[src/rtl/retry_pkg.sv]
// Shared definitions for the retry stage family.
package retry_pkg;

  typedef enum logic {
    PASS   = 1'b0,
    REPLAY = 1'b1
  } retry_state_e;

endpackage

[src/rtl/retry_sat_counter.sv]
// Event counter that sticks at its maximum value instead of wrapping.
module retry_sat_counter #(
  parameter int unsigned Width = 16
) (
  input  logic             clk_i,
  input  logic             rst_ni,
  input  logic             inc_i,
  output logic [Width-1:0] count_o
);

  logic [Width-1:0] count_q, count_d;

  always_comb begin
    count_d = count_q;
    if (inc_i && (count_q != {Width{1'b1}})) begin
      count_d = count_q + Width'(1);
    end
  end

  always_ff @(posedge clk_i or negedge rst_ni) begin
    if (!rst_ni) count_q <= '0;
    else         count_q <= count_d;
  end

  assign count_o = count_q;

endmodule

[src/rtl/retry_inorder_limited_end.sv]
// In-order retry end stage with a bounded number of consecutive replay windows;
// after give-up the failing element is forwarded downstream flagged as an error.
module retry_inorder_limited_end
  import retry_pkg::*;
#(
  parameter type         DataType   = logic,
  parameter int unsigned IDSize     = 1,
  parameter int unsigned MaxRetries = 3,
  parameter int unsigned CntWidth   = 16
) (
  input  logic                clk_i,
  input  logic                rst_ni,
  input  DataType             data_i,
  input  logic [IDSize-1:0]   id_i,
  input  logic                needs_retry_i,
  input  logic                valid_i,
  output logic                ready_o,
  output DataType             data_o,
  output logic                error_o,
  output logic                valid_o,
  input  logic                ready_i,
  output logic [IDSize-1:0]   retry_id_o,
  input  logic [IDSize-1:0]   retry_id_i,
  output logic                retry_valid_o,
  output logic                retry_lock_o,
  input  logic                retry_ready_i,
  output logic [CntWidth-1:0] retry_count_o,
  output logic [CntWidth-1:0] giveup_count_o
);

  localparam int unsigned AttW   = $clog2(MaxRetries + 1);
  localparam logic [AttW-1:0] AttMax = AttW'(MaxRetries);

  retry_state_e      state_q, state_d;
  logic [IDSize-1:0] resume_id_q, resume_id_d;
  logic [AttW-1:0]   attempts_q, attempts_d;

  logic in_window;
  logic route_retry;
  logic fire;
  logic open_window;
  logic giveup;

  assign data_o     = data_i;
  assign retry_id_o = id_i;

  always_comb begin
    // Elements between the failure and the resume point are replayed unconditionally;
    // the resume element itself is judged like a fresh element in PASS.
    in_window   = (state_q == REPLAY) && (id_i != resume_id_q);
    route_retry = in_window ? valid_i
                            : (valid_i & needs_retry_i & (attempts_q < AttMax));

    if (route_retry) begin
      retry_valid_o = valid_i;
      ready_o       = retry_ready_i;
      valid_o       = 1'b0;
    end else begin
      retry_valid_o = 1'b0;
      ready_o       = ready_i;
      valid_o       = valid_i;
    end
    error_o = valid_o & needs_retry_i;

    fire        = valid_i & ready_o;
    open_window = fire & route_retry & ~in_window;
    giveup      = fire & ~route_retry & needs_retry_i;

    state_d     = state_q;
    resume_id_d = resume_id_q;
    attempts_d  = attempts_q;
    if (open_window) begin
      state_d     = REPLAY;
      resume_id_d = retry_id_i;
      attempts_d  = attempts_q + AttW'(1);
    end else if (fire && !route_retry) begin
      state_d    = PASS;
      attempts_d = '0;
    end

    retry_lock_o = route_retry | (state_d == REPLAY);
  end

  always_ff @(posedge clk_i or negedge rst_ni) begin
    if (!rst_ni) begin
      state_q     <= PASS;
      resume_id_q <= '0;
      attempts_q  <= '0;
    end else begin
      state_q     <= state_d;
      resume_id_q <= resume_id_d;
      attempts_q  <= attempts_d;
    end
  end

  retry_sat_counter #(
    .Width (CntWidth)
  ) u_retry_cnt (
    .clk_i   (clk_i),
    .rst_ni  (rst_ni),
    .inc_i   (open_window),
    .count_o (retry_count_o)
  );

  retry_sat_counter #(
    .Width (CntWidth)
  ) u_giveup_cnt (
    .clk_i   (clk_i),
    .rst_ni  (rst_ni),
    .inc_i   (giveup),
    .count_o (giveup_count_o)
  );

endmodule

[config.mk]
export PLATFORM = sky130hd
export DESIGN_NAME = retry_inorder_limited_end
export DESIGN_NICKNAME = d
export VERILOG_FILES = /design/src/rtl/retry_pkg.sv /design/src/rtl/retry_sat_counter.sv /design/src/rtl/retry_inorder_limited_end.sv
export SDC_FILE = /design/constraint.sdc
export NUM_CORES = 1
export LEC_CHECK = 0
export BUFFER_PORTS_ARGS = -buffer_cell sky130_fd_sc_hd__buf_2
export CELL_PAD_IN_SITES_DETAIL_PLACEMENT = 2
export CELL_PAD_IN_SITES_GLOBAL_PLACEMENT = 2
export CORE_UTILIZATION = 34
export DETAILED_ROUTE_END_ITERATION = 12
export GPL_ROUTABILITY_DRIVEN = 0
export PLACE_DENSITY_LB_ADDON = 0.1
export SLEW_MARGIN = 20
export SYNTH_ARGS = -nofsm -noshare
export SYNTH_HDL_FRONTEND = slang
export SYNTH_SLANG_ARGS = --single-unit
[constraint.sdc]
create_clock -name clk_i -period 4 [get_ports clk_i]
set_input_delay 0.2 -clock clk_i [delete_from_list [all_inputs] [get_ports clk_i]]
set_output_delay 0.2 -clock clk_i [all_outputs]
set_load 0.05 [all_outputs]
# After elaboration in Yosys (flattened, before gate mapping)
# Index checks and enable logic that the tools add are counted.
# word_totals
register_bits	36
in_bits	9
out_inout_bits	39
wordCells	37
# op_classes
n_lt_le_gt_ge	1
muxes	8
bitwise	11
addsub	3
eq_ne	3
reduce_logical	6
# ops
operator	count
$add A16 B1 Y16 const B	2
$ne A16 B16 Y1 const B	2
$and A1 B1 Y1	8
$mux W1	6
$logic_and A1 B1 Y1	4
$mux W2	2
$add A2 B1 Y2 const B	1
$lt A2 B2 Y1 const B	1
$not A1 Y1	2
$reduce_bool A2 Y1	1
$logic_not A1 Y1	1
$ne A1 B1 Y1	1
$or A1 B1 Y1	1

# Logic depth before layout (Yosys ltp)
# Gate-level depths: netlist of run 1.
# logic_depth
depth_word	9
depth_mapped	6
ltp_nobuf	6

# Modules after synthesis
# Synthesis of run 1 repeated with hierarchy kept, for this count alone.
# hier_totals
hier_cells	170
area_unflattened_um2	2013.2
# by_module_without_submodules
mod	seq_area_each_um2	area_per_inst_um2	cells_per_inst	n_inst
retry_sat_counter	400.4	859.6	72	2
retry_inorder_limited_end	100.1	294.0	26	1

# Least setup slack after synthesis of run 1
# Ideal clock, no wire load.
# synth_timing
kind	register to output
start	register attempts_q[0]
end	output port ready_o
path_stages_with_launch	5
required_ns	3.800
arrival_ns	2.586
setup_slack_ns	1.214
path_buffers	0
path_cell_list	dfrtp_1 > ha_1 > nand2b_1 > a21boi_0 > mux2_2
# synth_between
elab_chain_cells	4
# synth_lines
item	line_no	text
from (decl)	retry_inorder_limited_end.sv:36	logic [AttW-1:0] attempts_q, attempts_d;
from (signal assigned)	retry_inorder_limited_end.sv:92	attempts_q <= attempts_d;
$lt A2 B2 Y1	retry_inorder_limited_end.sv:52	: (valid_i & needs_retry_i & (attempts_q < AttMax));
$and A1 B1 Y1	retry_inorder_limited_end.sv:52	
$mux W1	retry_inorder_limited_end.sv:51	route_retry = in_window ? valid_i
$mux W1	retry_inorder_limited_end.sv:54	if (route_retry) begin
to (decl)	retry_inorder_limited_end.sv:17	output logic ready_o,
# Every way passes these cells.

# Worst setup path after layout of run 1
# Ends and elaborated chain as after synthesis.

==> metrics.cfg, run 1 <==
[critical_path]
crit_path_end_kind = primary output
critical_path.max_fanout = 5
critPathTopFamily = flip-flops
critical-path-max-stage-delay_ps = 410
critPathRequiredTime_ps = 3800
setup.reg_to_reg.worst_slack_ps = 1990
reg2reg_from = attempts_q[0]$_DFFE_PN0P_
critical_path_class = flop to primary output
crit_path_cell_trace = ha_1, nand2b_1, a21boi_0, mux2_2, buf_2
timing.rr.end = u_retry_cnt.count_o[15]$_DFFE_PN0P_
cp_slowest_cell = sky130_fd_sc_hd__dfrtp_1
worst_r2r_path_depth = 6
data_arrival_time_of_the_critical_path_ps = 2030
setup.worst_path.start_class = flop
crit_buf_inv = 1

[final_layout]
final_core_util_pct = 43.4
antennaDiodeCount = 0
share_of_layout_cells_above_drive_strength_1_pct = 27.2
area_growth_syn_to_layout_pct = 22.2
finish.instance_area_um2 = 2230
layout.nets = 239
register_area_um2 = 901
footprint_of_the_multi_input_gates_um2 = 881
final.fill_count = 600

[die]
chipWidth_um = 75.3
row_count = 26
floorplan.io_pins = 48
core-area_um2 = 5140
chipHeight_um = 75.3
floorplan.initialDensity_pct = 35.5
design.die.area_um2 = 5670

[timing]
worst_slew_pin_slew_ps = 812
max_clock_freq_ghz = 0.449
rsz0062_at_grt = no
finClkSkew_ps = 4.29
finalWorstSetupSlack_ps = 1770
max_slew_margin_pct = 45.9
layout_worst_path_cycle_share_pct = 55.7
layout_min_cycle_time_ps = 2230
finalMaxSlewViolations = 0
fin_setup_tns_ps = 0
timing_hold_violations_final = 0
timing.final.setup_violations = 0

[power]
pwr_density_cell_nw_per_um2 = 522
combPwrFrac_pct = 31.7
pwr-share-seq_pct = 41.3
power_switching_share_pct = 39.3
vdd_drop_max_mv = 0.467
p_int_uw = 708
total_switching_power_uw = 457
clock_power_share_pct = 26.9
p_leak_nw = 1.12

[placed_design]
placed_cell_area_um2 = 2120
pre_cts_ws_ps = 1990
dp.final_hpwl_um = 3560
buffer_ports.inserted = 45

[detailed_routing]
drt_drc_violations_left = 0
detail_route.first_pass.iterations = 4
route.antenna.remaining_nets = 0
routed_wirelength_um = 4730
route.vias.total = 1493
drtIter0Drc = 31
drt-vias-per-instance = 5.01
wl_per_cell_um = 15.9

[clock_network]
cts_tree = yes
ctsRootBufferMaster = sky130_fd_sc_hd__clkbuf_8
worst_skew_pair.late_latency_ps = 280
cts.clk_slew.worst_paths_ps = 70
cts_setup_buffers = 0
cts_sinks = 36
cts-resized-gates = 0
cts.path.max_buffers = 2
post_cts_hold_buffer_count = 0
tritoncts.num_buffers = 5
cts_max_level = 2

[logic_synthesis]
synth-edff-count = 0
synth.distinct_cells = 40
synth_top_cells_by_area = sky130_fd_sc_hd__dfrtp_1, sky130_fd_sc_hd__xnor2_1, sky130_fd_sc_hd__xor2_1
synth-seq-cells = 36
yosys.cell_count.top_type = sky130_fd_sc_hd__dfrtp_1
yosys.area.top_type_share_pct = 49.3
synth_cells = 177
cell_area_after_synthesis_um2 = 1830
postSynth.asyncResetShare_pct = 100
synth-seq-area-share_pct = 49.3
synth_warnings = 0
syn_nets = 189
synthTopCellsByCount = sky130_fd_sc_hd__dfrtp_1, sky130_fd_sc_hd__nand2_1, sky130_fd_sc_hd__xnor2_1, sky130_fd_sc_hd__nor2_1, sky130_fd_sc_hd__xor2_1
synth_top_area_cell = sky130_fd_sc_hd__dfrtp_1
postSynthAreaPerCell_um2 = 10.3
synth_top_flop_cell = sky130_fd_sc_hd__dfrtp_1

[grt]
globalRoute.totalOverflow = 0
number_of_global_route_vias_before_repair = 1618
global_route_wire_length_before_repair_um = 7910
antenna_found_initial = 0
largest_net_degree_at_the_start_of_global_routing = 37
track_usage_pct = 18.9

[run]
cap_viol_max_count = 0

[outcome]
run_status = complete, no violations

[min_path]
min_path_type = input port to async pin

-- cell usage in the layout (no fill, tap or decap), drive strengths merged, types with 2 or more instances in the layout --
cell	n
xnor2	17
clkbuf	6
buf	45
dfrtp	36
inv	8
nand2	24
nor3	6
and4	2
nand4	10
a21oi	3
mux2	3
and3	2
ha	3
nand3	11
a21boi	2
nor2	16
o21ai	3
xor2	12
-- layer usage --
layer / vias to the layer above / GRT usage, % / part of all wire, %
met5: - / 0 / 0
met1: 747 / 23.9 / 45
met3: 7 / 4.23 / 3.6
met2: 34 / 32.2 / 51
met4: 0 / 6.17 / 1.2
li1: 705 / - / -
-- worst reg2reg max path: cells and delay by family (launching register included) --
kind / cells / cell delay [ps]
AOI/OAI and AO/OA: 1 / 170
adders and majority gates: 1 / 270
DFF: 1 / 410
muxes: 1 / 320
and+or+nand+nor: 3 / 730
-- per-stage QoR --
step / total power [mW] / cells / hold WS (ps)
2_1_floorplan: 0.761 / 177 / -95.6
3_3_place_gp: 0.844 / 290 / 340
3_5_place_dp: 0.861 / 290 / 349
4_1_cts: 1.18 / 298 / 31.9
5_1_grt: 1.24 / 298 / 53.3
6_report: 1.17 / 298 / 2.55
-- logic make-up (layout without fill, tap and decap cells) --
family | count (synthesis) | count (layout) | share of synthesized area (%)
XOR/XNOR | 29 | 29 | 13.9
AO/OA/AOI/OAI | 15 | 15 | 6.51
adder cells (fa/ha/maj) | 3 | 3 | 2.06
buffers and inverters | 10 | 61 | 2.47
multiplexers | 4 | 4 | 2.60
AND/OR/NAND/NOR | 80 | 80 | 23.2
flip-flops | 36 | 36 | 49.3
-- sequential cells by signal (all words and copies together) (netlist names) --
register / flops
attempts_q: 2
u_giveup_cnt.count_o: 16
u_retry_cnt.count_o: 16
state_q: 1
resume_id_q: 1
-- layout make-up --
| type | instances | share of cell area, % |
|---|---|---|
| Timing Repair Buffer | 45 | 10.1 |
| Multi-Input combinational cell | 131 | 39.5 |
| Clock buffer | 6 | 3.25 |
| Inverter | 8 | 1.35 |
| Sequential cell | 36 | 40.4 |
| Tap cell | 70 | 3.92 |
| Clock inverter | 2 | 1.57 |
-- power by group through the flow --
stage	Sequential, mW	Clock (mW)	Combinational, mW
finish	0.482	0.314	0.370
global route	0.491	0.343	0.405
CTS	0.484	0.325	0.375
detailed placement	0.488	0	0.373
global placement	0.480	0	0.363
floorplan	0.581	0	0.180
-- worst max path at each step --
stage                                   start                                   end  slack, ps  depth (start not counted)
floorplan           attempts_q[0]$_DFFE_PN0P_                               ready_o       1210                          4
global placement    attempts_q[0]$_DFFE_PN0P_   u_retry_cnt.count_o[15]$_DFFE_PN0P_       2070                          6
detailed placement  attempts_q[0]$_DFFE_PN0P_  u_giveup_cnt.count_o[13]$_DFFE_PN0P_       1990                          6
CTS                 attempts_q[0]$_DFFE_PN0P_                               ready_o       1750                          5
global route        attempts_q[0]$_DFFE_PN0P_                               ready_o       1670                          5
finish              attempts_q[0]$_DFFE_PN0P_                               ready_o       1770                          5
No activity file was read; power rests on OpenSTA's default activity.
==> run 2, diff against run 1 <==
- CORE_UTILIZATION: 34 -> 32
- clock period: 4 -> 2.1 ns (I/O delays scaled with it)
==> run 2 against run 1 <==
Compared with the run above:
- clock power rose by 90%
- via count shrank 0.74%
- count of clock-buffer cells in the layout stayed put
- wire length fell by 1.1%
- clock skew is 5.2 ps higher
- largest power group unchanged
- largest cell class unchanged
- worst setup slack worse by 1600 ps
- critical endpoint unchanged
- cell count is 1.3% higher
- critical path depth did not move
==> metrics.cfg, run 2 (synthesis gave the netlist of run 1 again) <==
[die]
chipHeight_um = 77.6  ; was 75.3 µm
floorplan.io_pins = 48  ; unchanged
floorplan.initialDensity_pct = 33.2  ; was 35.5%
design.die.area_um2 = 6010  ; was 5670 µm²
core-area_um2 = 5510  ; was 5140 µm²
chipWidth_um = 77.6  ; was 75.3 µm
row_count = 27  ; was 26

[grt]
largest_net_degree_at_the_start_of_global_routing = 37  ; unchanged
global_route_wire_length_before_repair_um = 7730  ; was 7910 µm
track_usage_pct = 16.5  ; was 18.9%
antenna_found_initial = 0  ; unchanged
number_of_global_route_vias_before_repair = 1591  ; was 1,618
globalRouteMet3Util_pct = 3.41  ; was 4.23%
grt-busiest-layer = met2  ; unchanged
globalRoute.totalOverflow = 0  ; unchanged
grt_use_met2_pct = 29.6  ; was 32.2%
fraction_of_met1_tracks_used_by_global_routing_pct = 20.0  ; was 23.9%

[final_layout]
final.fill_count = 602  ; was 600
share_of_layout_cells_above_drive_strength_1_pct = 29.1  ; was 27.2%
final_core_util_pct = 41.3  ; was 43.4%
layout_common_cells = sky130_fd_sc_hd__buf_2, sky130_fd_sc_hd__dfrtp_1, sky130_fd_sc_hd__nand2_1  ; unchanged
footprint_of_the_multi_input_gates_um2 = 898  ; was 881 µm²
antennaDiodeCount = 0  ; unchanged
area_growth_syn_to_layout_pct = 24.4  ; was 22.2%
mostFrequentLayoutCell = sky130_fd_sc_hd__buf_2  ; unchanged
register_area_um2 = 901  ; unchanged
layout.nets = 241  ; was 239

[timing]
layout_worst_path_cycle_share_pct = 93.9
fin_setup_tns_ps = 0  ; unchanged
timing.final.setup_violations = 0  ; unchanged
worst_slew_pin_slew_ps = 835  ; was 812 ps
layout_min_cycle_time_ps = 1970
max_slew_margin_pct = 44.3  ; was 45.9%
rsz0062_at_grt = no  ; unchanged
finalMaxSlewViolations = 0  ; unchanged
finClkSkew_ps = 9.53  ; was 4.29 ps
finalWorstSetupSlack_ps = 128  ; was 1770 ps
max_clock_freq_ghz = 0.507
timing_hold_violations_final = 0  ; unchanged
hold_slack_ps = 24.3  ; was 2.55 ps

[critical_path]
cp_slowest_cell = sky130_fd_sc_hd__dfrtp_1  ; unchanged
crit_buf_inv = 1  ; unchanged
critical-path-max-stage-delay_ps = 410  ; about the same
critPathTopFamily = flip-flops  ; unchanged
crit_path_end_kind = primary output  ; unchanged
setup.worst_path.start_class = flop  ; unchanged
critical_path_class = flop to primary output  ; unchanged
crit_path_cell_trace = ha_2, nand2b_1, a21boi_2, mux2_2, clkbuf_4  ; was ha_1, nand2b_1, a21boi_0, mux2_2, buf_2
critPathRequiredTime_ps = 2000  ; was 3800 ps
critical_path.max_fanout = 5  ; unchanged
data_arrival_time_of_the_critical_path_ps = 1870  ; was 2030 ps

[detailed_routing]
wl_per_cell_um = 15.5  ; was 15.9 µm
drt_drc_violations_left = 0  ; unchanged
route.antenna.remaining_nets = 0  ; unchanged
routed_wirelength_um = 4670  ; was 4730 µm
route.vias.total = 1482  ; was 1,493
detail_route.first_pass.iterations = 3  ; was 4
drt-vias-per-instance = 4.91  ; was 5.01
drtIter0Drc = 46  ; was 31

[clock_network]
cts.clk_slew.worst_paths_ps = 80  ; was 70 ps
cts_setup_buffers = 0  ; unchanged
worst_skew_pair.late_latency_ps = 290  ; was 280 ps
cts_sinks = 36  ; unchanged
cts_tree = yes  ; unchanged
ctsRootBufferMaster = sky130_fd_sc_hd__clkbuf_8  ; unchanged
tritoncts.num_buffers = 5  ; unchanged
cts_max_level = 2  ; unchanged
cts.path.max_buffers = 2  ; unchanged

[power]
p_leak_nw = 1.13  ; was 1.12 nW
pwr_density_cell_nw_per_um2 = 984  ; was 522 nW/µm²
vdd_drop_max_mv = 0.633  ; was 0.467 mV
total_power_mw = 2.23  ; was 1.17 mW

[min_path]
min_path_type = input port to flop  ; was input port to async pin

[run]
cap_viol_max_count = 0  ; unchanged

[placed_design]
dp.final_hpwl_um = 3590  ; was 3560 µm
buffer_ports.inserted = 45  ; unchanged
pre_cts_ws_ps = 107  ; was 1990 ps

[outcome]
run_status = complete, no violations  ; unchanged

[run 2: changes by cell type in the layout (fill, tap and decap cells not counted)]
cell	delta
sky130_fd_sc_hd__a21boi_0	-1
sky130_fd_sc_hd__a21boi_2	+1
sky130_fd_sc_hd__a21oi_1	-1
sky130_fd_sc_hd__a21oi_2	+1
sky130_fd_sc_hd__buf_2	-1
sky130_fd_sc_hd__buf_4	+1
sky130_fd_sc_hd__clkbuf_4	+1
sky130_fd_sc_hd__dlygate4sd3_1	+1
sky130_fd_sc_hd__ha_1	-1
sky130_fd_sc_hd__ha_2	+1
sky130_fd_sc_hd__xor2_1	-1
sky130_fd_sc_hd__xor2_2	+1
[run 2: worst register-to-register path: cells and delay by family, from the launching register on]
| kind | cells | cell delay, ps |
|---|---|---|
| fa+ha+maj | 1 | 220 |
| simple gates | 3 | 880 |
| flops | 1 | 410 |
| xor+xnor | 1 | 140 |
| compound gates | 1 | 170 |
[run 2: layer usage]
| layer | wire [µm] | part of all wire, % |
|---|---|---|
| met5 | 0 | 0 |
| met4 | 46 | 0.98 |
| met3 | 164 | 3.5 |
| met2 | 2390 | 51 |
| met1 | 2080 | 44 |
[run 2: cell type report]
class	count	share of cell area [%]
multi-input combinational	131	39.5
timing repair buffer	47	10.8
clock inverter	2	1.54
sequential	36	39.6
inverter	8	1.32
tap	72	3.96
clock buffer	6	3.19
[run 2: worst paths after layout]
path	startpoint	endpoint	slack, ps	cells past startpoint
max in group asynchronous	rst_ni	u_retry_cnt.count_o[4]$_DFFE_PN0P_	1120	2
min in group asynchronous	rst_ni	u_giveup_cnt.count_o[2]$_DFFE_PN0P_	460	2
hold reg to reg	u_giveup_cnt.count_o[15]$_DFFE_PN0P_	u_giveup_cnt.count_o[15]$_DFFE_PN0P_	490	1
hold / removal	retry_id_i	resume_id_q$_DFFE_PN0P_	20	3
setup / recovery	attempts_q[0]$_DFFE_PN0P_	ready_o	130	5
setup reg to reg	attempts_q[0]$_DFFE_PN0P_	u_retry_cnt.count_o[12]$_DFFE_PN0P_	160	6
[run 2: per-stage QoR]
| stage | cells | area, µm² |
|---|---|---|
| 3_5_place_dp | 293 | 2140 |
| 4_1_cts | 302 | 2260 |
| 3_3_place_gp | 293 | 2140 |
| 5_1_grt | 302 | 2270 |
| 6_report | 302 | 2270 |
| 2_1_floorplan | 177 | 1830 |
[run 2: power by group]
group,internal [mW],switching (mW)
clock,0.352,0.246
combinational,0.216,0.505
sequential,0.789,0.127
total,1.36,0.878
[run 2: timing repair]
item	CTS	global route
setup endpoints to repair	0	4
hold buffers	1	0
hold endpoints to repair	36	0
resized for setup	0	4
